**config.mk**
```make
export PLATFORM = sky130hd
export DESIGN_NAME = simmem_bank_row_tracker_flat
export DESIGN_NICKNAME = d
export VERILOG_FILES = /design/src/rtl/simmem_bank_row_tracker_pkg.sv /design/src/rtl/simmem_bank_row_tracker_if.sv /design/src/rtl/simmem_bank_row_tracker_bank_timer.sv /design/src/rtl/simmem_bank_row_tracker.sv /design/src/flat_wrapper.sv
export SDC_FILE = /design/constraint.sdc
export NUM_CORES = 1
export LEC_CHECK = 0
export BUFFER_PORTS_ARGS = -buffer_cell sky130_fd_sc_hd__buf_2
export CAP_MARGIN = 20
export CORE_UTILIZATION = 50
export CTS_CLUSTER_DIAMETER = 80
export DETAILED_ROUTE_END_ITERATION = 8
export PLACE_DENSITY = 0.81
export SLEW_MARGIN = 25
export SYNTH_ARGS = -nofsm -noshare
export SYNTH_HDL_FRONTEND = slang
export SYNTH_SLANG_ARGS = --single-unit
```
**constraint.sdc**
```tcl
create_clock -name clk -period 2.4 [get_ports clk]
set_input_delay 0.12 -clock clk [delete_from_list [all_inputs] [get_ports clk]]
set_output_delay 0.12 -clock clk [all_outputs]
set_load 0.03 [all_outputs]
```
**src/rtl/simmem_bank_row_tracker_pkg.sv**
```systemverilog
// Shared constants, types and delay helpers for the multi-bank row-buffer timing model.
// Bank and row fields are sliced out of the burst start address using these widths.
package simmem_bank_row_tracker_pkg;

    localparam int NumBanks       = 4;
    localparam int BankW          = $clog2(NumBanks);
    localparam int AddrW          = 19;
    localparam int RowBufLenW     = 10;
    localparam int RowIdW         = AddrW - RowBufLenW - BankW;
    localparam int RowHitCost     = 4;
    localparam int PrechargeCost  = 2;
    localparam int ActivationCost = 1;
    localparam int IidW           = 3;
    localparam int DelayW         = $clog2(RowHitCost + PrechargeCost + ActivationCost + 1);

    typedef logic [DelayW-1:0] delay_t;

    typedef enum logic [1:0] {ROW_HIT, ROW_CLOSED, ROW_CONFLICT} row_access_e;

    typedef struct packed {
        logic              open;
        logic [RowIdW-1:0] row;
    } bank_row_state_t;

    // Delay reported to the delay calculator for one access.
    function automatic delay_t get_row_delay(row_access_e access, logic closed_page);
        delay_t d;
        case (access)
            ROW_HIT:      d = delay_t'(RowHitCost);
            ROW_CONFLICT: d = delay_t'(PrechargeCost + ActivationCost + RowHitCost);
            default:      d = delay_t'(ActivationCost + RowHitCost);
        endcase
        if (closed_page) d = delay_t'(ActivationCost + RowHitCost);
        return d;
    endfunction

    // Closed-page banks also pay the auto-precharge before they can be reused.
    function automatic delay_t get_busy_cycles(row_access_e access, logic closed_page);
        return get_row_delay(access, closed_page)
             + (closed_page ? delay_t'(PrechargeCost) : delay_t'(0));
    endfunction

endpackage

```
**src/rtl/simmem_bank_row_tracker_if.sv**
```systemverilog
// Request/response bundle between a burst requester and the bank row tracker.
interface simmem_bank_row_tracker_if;
    import simmem_bank_row_tracker_pkg::*;

    logic                req_valid;
    logic                req_ready;
    logic [AddrW-1:0]    req_addr;
    logic [IidW-1:0]     req_iid;
    logic                flush;
    logic                rsp_valid;
    logic                rsp_ready;
    logic [IidW-1:0]     rsp_iid;
    delay_t              rsp_delay;
    logic                rsp_row_hit;
    logic [NumBanks-1:0] bank_busy;

    modport master (
        output req_valid, req_addr, req_iid, flush, rsp_ready,
        input  req_ready, rsp_valid, rsp_iid, rsp_delay, rsp_row_hit, bank_busy
    );

    modport slave (
        input  req_valid, req_addr, req_iid, flush, rsp_ready,
        output req_ready, rsp_valid, rsp_iid, rsp_delay, rsp_row_hit, bank_busy
    );

endinterface

```
**src/rtl/simmem_bank_row_tracker_bank_timer.sv**
```systemverilog
// One bank: open-row register plus the busy countdown started by each accepted access.
module simmem_bank_row_tracker_bank_timer
    import simmem_bank_row_tracker_pkg::*;
(
    input  logic              clk,
    input  logic              rst,
    input  logic              load,
    input  logic              keep_open,
    input  logic              flush,
    input  logic [RowIdW-1:0] row,
    input  delay_t            busy_cycles,
    output bank_row_state_t   state,
    output logic              busy
);

    delay_t cnt;

    // NOTE: sequential state uses non-blocking assignments so every bank samples the same pre-edge values.
    always_ff @(posedge clk or posedge rst) begin
        if (rst) begin
            cnt <= '0;
        end else if (load) begin
            cnt <= busy_cycles;
        end else if (cnt != '0) begin
            cnt <= cnt - delay_t'(1);
        end
    end

    // flush and load never coincide because flush blocks acceptance.
    always_ff @(posedge clk or posedge rst) begin
        if (rst) begin
            state <= '0;
        end else if (flush) begin
            state.open <= 1'b0;
        end else if (load && keep_open) begin
            state <= '{open: 1'b1, row: row};
        end
    end

    assign busy = (cnt != '0);

endmodule

```
**src/rtl/simmem_bank_row_tracker.sv**
```systemverilog
// Multi-bank row-buffer timing model: classifies each accepted burst as hit/closed/conflict
// and returns its access delay, tagged with the burst internal ID.
module simmem_bank_row_tracker
    import simmem_bank_row_tracker_pkg::*;
#(
    parameter bit ClosedPage = 1'b0
) (
    input logic                     clk,
    input logic                     rst,
    simmem_bank_row_tracker_if.slave bus
);

    logic [BankW-1:0]    bank;
    logic [RowIdW-1:0]   row;
    bank_row_state_t     bank_state [NumBanks];
    bank_row_state_t     sel;
    logic [NumBanks-1:0] busy;
    row_access_e         access;
    delay_t              delay;
    delay_t              busy_cycles;
    logic                accept;

    logic                rsp_valid_q;
    logic [IidW-1:0]     rsp_iid_q;
    delay_t              rsp_delay_q;
    logic                rsp_row_hit_q;

    assign bank = bus.req_addr[RowBufLenW +: BankW];
    assign row  = bus.req_addr[AddrW-1 -: RowIdW];

    always_comb begin
        sel = bank_state[bank];
        if (ClosedPage || !sel.open) begin
            access = ROW_CLOSED;
        end else if (sel.row == row) begin
            access = ROW_HIT;
        end else begin
            access = ROW_CONFLICT;
        end
    end

    assign delay       = get_row_delay(access, ClosedPage);
    assign busy_cycles = get_busy_cycles(access, ClosedPage);

    // A stalled head request blocks everything behind it; no reordering.
    assign bus.req_ready = (!rsp_valid_q || bus.rsp_ready) && !busy[bank] && !bus.flush;
    assign accept        = bus.req_valid && bus.req_ready;

    for (genvar g = 0; g < NumBanks; g++) begin : g_bank
        simmem_bank_row_tracker_bank_timer u_timer (
            .clk         (clk),
            .rst         (rst),
            .load        (accept && (bank == BankW'(g))),
            .keep_open   (!ClosedPage),
            .flush       (bus.flush),
            .row         (row),
            .busy_cycles (busy_cycles),
            .state       (bank_state[g]),
            .busy        (busy[g])
        );
    end

    // Payload only loads on accept, which already requires the slot to be free or retiring.
    always_ff @(posedge clk or posedge rst) begin
        if (rst) begin
            rsp_valid_q   <= 1'b0;
            rsp_iid_q     <= '0;
            rsp_delay_q   <= '0;
            rsp_row_hit_q <= 1'b0;
        end else if (accept) begin
            rsp_valid_q   <= 1'b1;
            rsp_iid_q     <= bus.req_iid;
            rsp_delay_q   <= delay;
            rsp_row_hit_q <= (access == ROW_HIT);
        end else if (bus.rsp_ready) begin
            rsp_valid_q   <= 1'b0;
        end
    end

    assign bus.rsp_valid   = rsp_valid_q;
    assign bus.rsp_iid     = rsp_iid_q;
    assign bus.rsp_delay   = rsp_delay_q;
    assign bus.rsp_row_hit = rsp_row_hit_q;
    assign bus.bank_busy   = busy;

endmodule

```
**src/flat_wrapper.sv**
```systemverilog
// flat-port wrapper written by rule: the top's interface ports become plain ports
module simmem_bank_row_tracker_flat import simmem_bank_row_tracker_pkg::*;
#(
    parameter bit ClosedPage = 1'b0
)
  (clk, rst, bus_req_valid, bus_req_addr, bus_req_iid, bus_flush, bus_rsp_ready, bus_req_ready, bus_rsp_valid, bus_rsp_iid, bus_rsp_delay, bus_rsp_row_hit, bus_bank_busy);
  simmem_bank_row_tracker_if bus_i ();
  input logic clk;
  input logic rst;
  input wire logic [$bits(bus_i.req_valid)-1:0] bus_req_valid;
  input wire logic [$bits(bus_i.req_addr)-1:0] bus_req_addr;
  input wire logic [$bits(bus_i.req_iid)-1:0] bus_req_iid;
  input wire logic [$bits(bus_i.flush)-1:0] bus_flush;
  input wire logic [$bits(bus_i.rsp_ready)-1:0] bus_rsp_ready;
  output wire logic [$bits(bus_i.req_ready)-1:0] bus_req_ready;
  output wire logic [$bits(bus_i.rsp_valid)-1:0] bus_rsp_valid;
  output wire logic [$bits(bus_i.rsp_iid)-1:0] bus_rsp_iid;
  output wire logic [$bits(bus_i.rsp_delay)-1:0] bus_rsp_delay;
  output wire logic [$bits(bus_i.rsp_row_hit)-1:0] bus_rsp_row_hit;
  output wire logic [$bits(bus_i.bank_busy)-1:0] bus_bank_busy;
  assign bus_i.req_valid = bus_req_valid;
  assign bus_i.req_addr = bus_req_addr;
  assign bus_i.req_iid = bus_req_iid;
  assign bus_i.flush = bus_flush;
  assign bus_i.rsp_ready = bus_rsp_ready;
  assign bus_req_ready = bus_i.req_ready;
  assign bus_rsp_valid = bus_i.rsp_valid;
  assign bus_rsp_iid = bus_i.rsp_iid;
  assign bus_rsp_delay = bus_i.rsp_delay;
  assign bus_rsp_row_hit = bus_i.rsp_row_hit;
  assign bus_bank_busy = bus_i.bank_busy;
  simmem_bank_row_tracker #(.ClosedPage(ClosedPage)) u_core (.clk(clk), .rst(rst), .bus(bus_i));
endmodule
```
==> metrics.yaml <==
outcome: "finished, final reports clean"
io_buffers: 29
worst-setup-path-type: "register to output port"
max-slew-margin-rel_pct: 57.7
slowest_stage: "dfrtp_1"
die_area_um2: 5690
fin_tns_setup_ps: 0
synth_seq_area_share_pct: 48.3
grt_pass1_vias: 1673
worstSetupEndpointType: "output port"
syn_nets: 261
maxCapViolations: 0
dp_hpwl_um: 3340
fmax_mhz: 458
fillers: 440
layout.nets: 295
vias: 1701
dieHeight_um: 75.4
clockBufferDepth: 2
gr-total-overflow: 0
crit_arrival_ps: 2060
yosysUniqueCellTypes: 35
cts_buffers: 5
grt_pass1_wl_um: 7910
grt_use_total_pct: 19.1
cts_tree: "done"
cts_root_buf: "clkbuf_8"
worst_slew_pin_slew_ps: 634
final-seq-area_um2: 1300
dpl.cell_count: 322
drt-vias-per-instance: 5.14
wirelength_um: 4780
gp_congestion: 0.727
preCtsSetupSlack_ps: 223
grt_setup_unrepaired: "false"
worstSkewPairLatency_ps: 310
path_max_fanout: 3
area_growth_syn_to_layout_pct: 12.7
synth_edf_count: 0
yosysWarnings: 0
cp.buffers_inverters: 2
crit_required_ps: 2280
core_um2: 5140
m1WireLength_um: 2270
drive_gt1_share_pct: 34.1
slew_viol_final: 0
num_rows: 26
synth_area_per_cell_um2: 11.9
drcViolationCount: 0
dr_wl_met3_um: 112
power.density_nw_per_um2: 1060
fin_ws_ps: 215
first_pass_iters: 4
setup.worst_path.start_class: "register"
wl_met2_um: 2330
cts_max_level: 2
die_w_um: 75.4
skew_ps: 12.0
ys_ff_latch: 52
cts_setup_buffers: 0
cp_top_family: "simple AND/OR/NAND/NOR gates"
ant_nets: 0
wl_per_cell_um: 14.4
total_power_mw: 3.20
synth_ff_type: "dfrtp_1"
fin_cells: 331
netlist_instances: 226
ir_drop_uv: 708
grt_max_degree: 32
multi_input_area_um2: 1260
min_path_type: "input port to register"
fin_crit_ps: 2180
first_iter_violations: 75
clock_sinks: 52
fin_crit_sh_pct: 91.0
maxUsedRoutingLayer: "met4"
synth_area_um2: 2700
leakage_nw: 1.47
io_pins: 40
max_stage_delay_ps: 400
finalHoldViolations: 0
initial_core_util_pct: 52.4
setup_viol: 0
crit_chain: "inv_1 > ha_1 > nor2b_1 > nand2_1 > o211ai_1 > o21ai_0 > nor3_1 > buf_2"
diodes: 0
async_reset_ff_share_pct: 100
antenna_found_initial: 0
clkSlewWorstSetupHoldPaths_ps: 90
## worst register-to-register path, cell delays in order (launching register included)
cell and delay [ps]:
dfrtp_1 400, inv_1 90, ha_1 170, nor2b_1 210, nand2_1 110, o211ai_1 130
o21ai_0 190, nor2_2 390, mux2_2 390
## through the flow
| step | hold slack (ps) | utilization [%] | area (µm²) |
|---|---|---|---|
| 6_report | 41.3 | 59.1 | 3040 |
| 5_1_grt | 30.8 | 59.1 | 3040 |
| 4_1_cts | 35.5 | 59.1 | 3040 |
| 3_5_place_dp | 236 | 56.8 | 2920 |
| 3_3_place_gp | 241 | 56.8 | 2920 |
| 2_1_floorplan | 216 | - | 2700 |
## cell usage in the layout (no fill, tap or decap), types with 2 or more instances in the layout
cell type,instances
a211o_1,3
clkbuf_8,5
xnor2_1,8
mux2i_1,18
o211ai_1,4
ha_1,8
and2_1,2
o21ai_0,9
mux2_2,34
buf_4,9
mux2_4,3
nor2_1,9
a21oi_1,2
or2_2,2
nand2b_1,8
nor3_1,2
inv_1,15
dfrtp_1,52
nor2b_1,8
nand2_1,10
xor2_1,3
buf_2,29
a21o_1,2
## report_power, final
group	switching (mW)	leakage (nW)	internal (mW)	total, mW
clock	0.272	0.0552	0.310	0.581
combinational	0.640	0.757	0.637	1.28
sequential	0.149	0.660	1.20	1.35
## final timing paths
check | end | cells past startpoint | from | slack, ps
max in group asynchronous | u_core.g_bank[2].u_timer.state[0] | 4 | rst | 1360
max | bus_req_ready | 8 | u_core.g_bank[3].u_timer.cnt[0] | 220
min in group asynchronous | u_core.bus.rsp_iid[0] | 3 | rst | 440
max reg2reg | u_core.bus.rsp_iid[2] | 8 | u_core.g_bank[3].u_timer.cnt[0] | 220
min | u_core.bus.rsp_iid[0] | 2 | bus_req_iid[0] | 40
min reg2reg | u_core.bus.rsp_delay[2] | 1 | u_core.bus.rsp_delay[2] | 480
## synth_stat cells, types with 2 or more instances
library cell / instances / share of area [%]
dfrtp_1: 52 / 48
mux2_2: 34 / 14
mux2i_1: 18 / 6.7
inv_1: 16 / 2.2
nand2_1: 10 / 1.4
nor2_1: 9 / 1.3
o21ai_0: 9 / 1.7
ha_1: 8 / 3.7
nand2b_1: 8 / 1.9
nor2b_1: 8 / 1.9
xnor2_1: 8 / 2.6
clkbuf_1: 5 / 0.70
buf_4: 4 / 1.1
o211ai_1: 4 / 1.1
a211o_1: 3 / 0.98
mux2_4: 3 / 1.7
xor2_1: 3 / 0.98
a21o_1: 2 / 0.56
a21oi_1: 2 / 0.37
and2_1: 2 / 0.46
buf_6: 2 / 0.84
nor3_1: 2 / 0.37
or2_2: 2 / 0.46
## layout make-up
class | instances | share of cell area, %
Sequential cell | 52 | 42.9
Multi-Input combinational cell | 146 | 41.4
Timing Repair Buffer | 39 | 7.33
Clock inverter | 2 | 1.15
Inverter | 16 | 1.98
Clock buffer | 6 | 2.39
Tap cell | 70 | 2.88
## routing by layer
| metal | vias to the layer above | global-route usage (%) |
|---|---|---|
| met5 | - | 0 |
| met4 | 0 | 8.44 |
| met3 | 7 | 3.31 |
| met2 | 27 | 31.9 |
| met1 | 828 | 24.6 |
| li1 | 839 | - |
## sequential cells by signal (all words and copies together) (netlist names)
register,count
u_core.g_bank.u_timer.state,32
u_core.bus.rsp_row_hit,1
u_core.bus.rsp_valid,1
u_core.bus.rsp_delay,3
u_core.g_bank.u_timer.cnt,12
u_core.bus.rsp_iid,3
## timing repair
item	in CTS	in global routing
hold endpoints to repair	29	0
gates resized for setup	0	0
hold buffers	1	0
## cell families after synthesis
kind of cell | synth area share (%)
buf+inv | 5.06
simple gates | 9.01
compound gates | 5.99
flops | 48.3
mux | 24.4
xor+xnor | 3.58
fa+ha+maj | 3.71
Note: power is estimated with default switching activity, not from simulation.
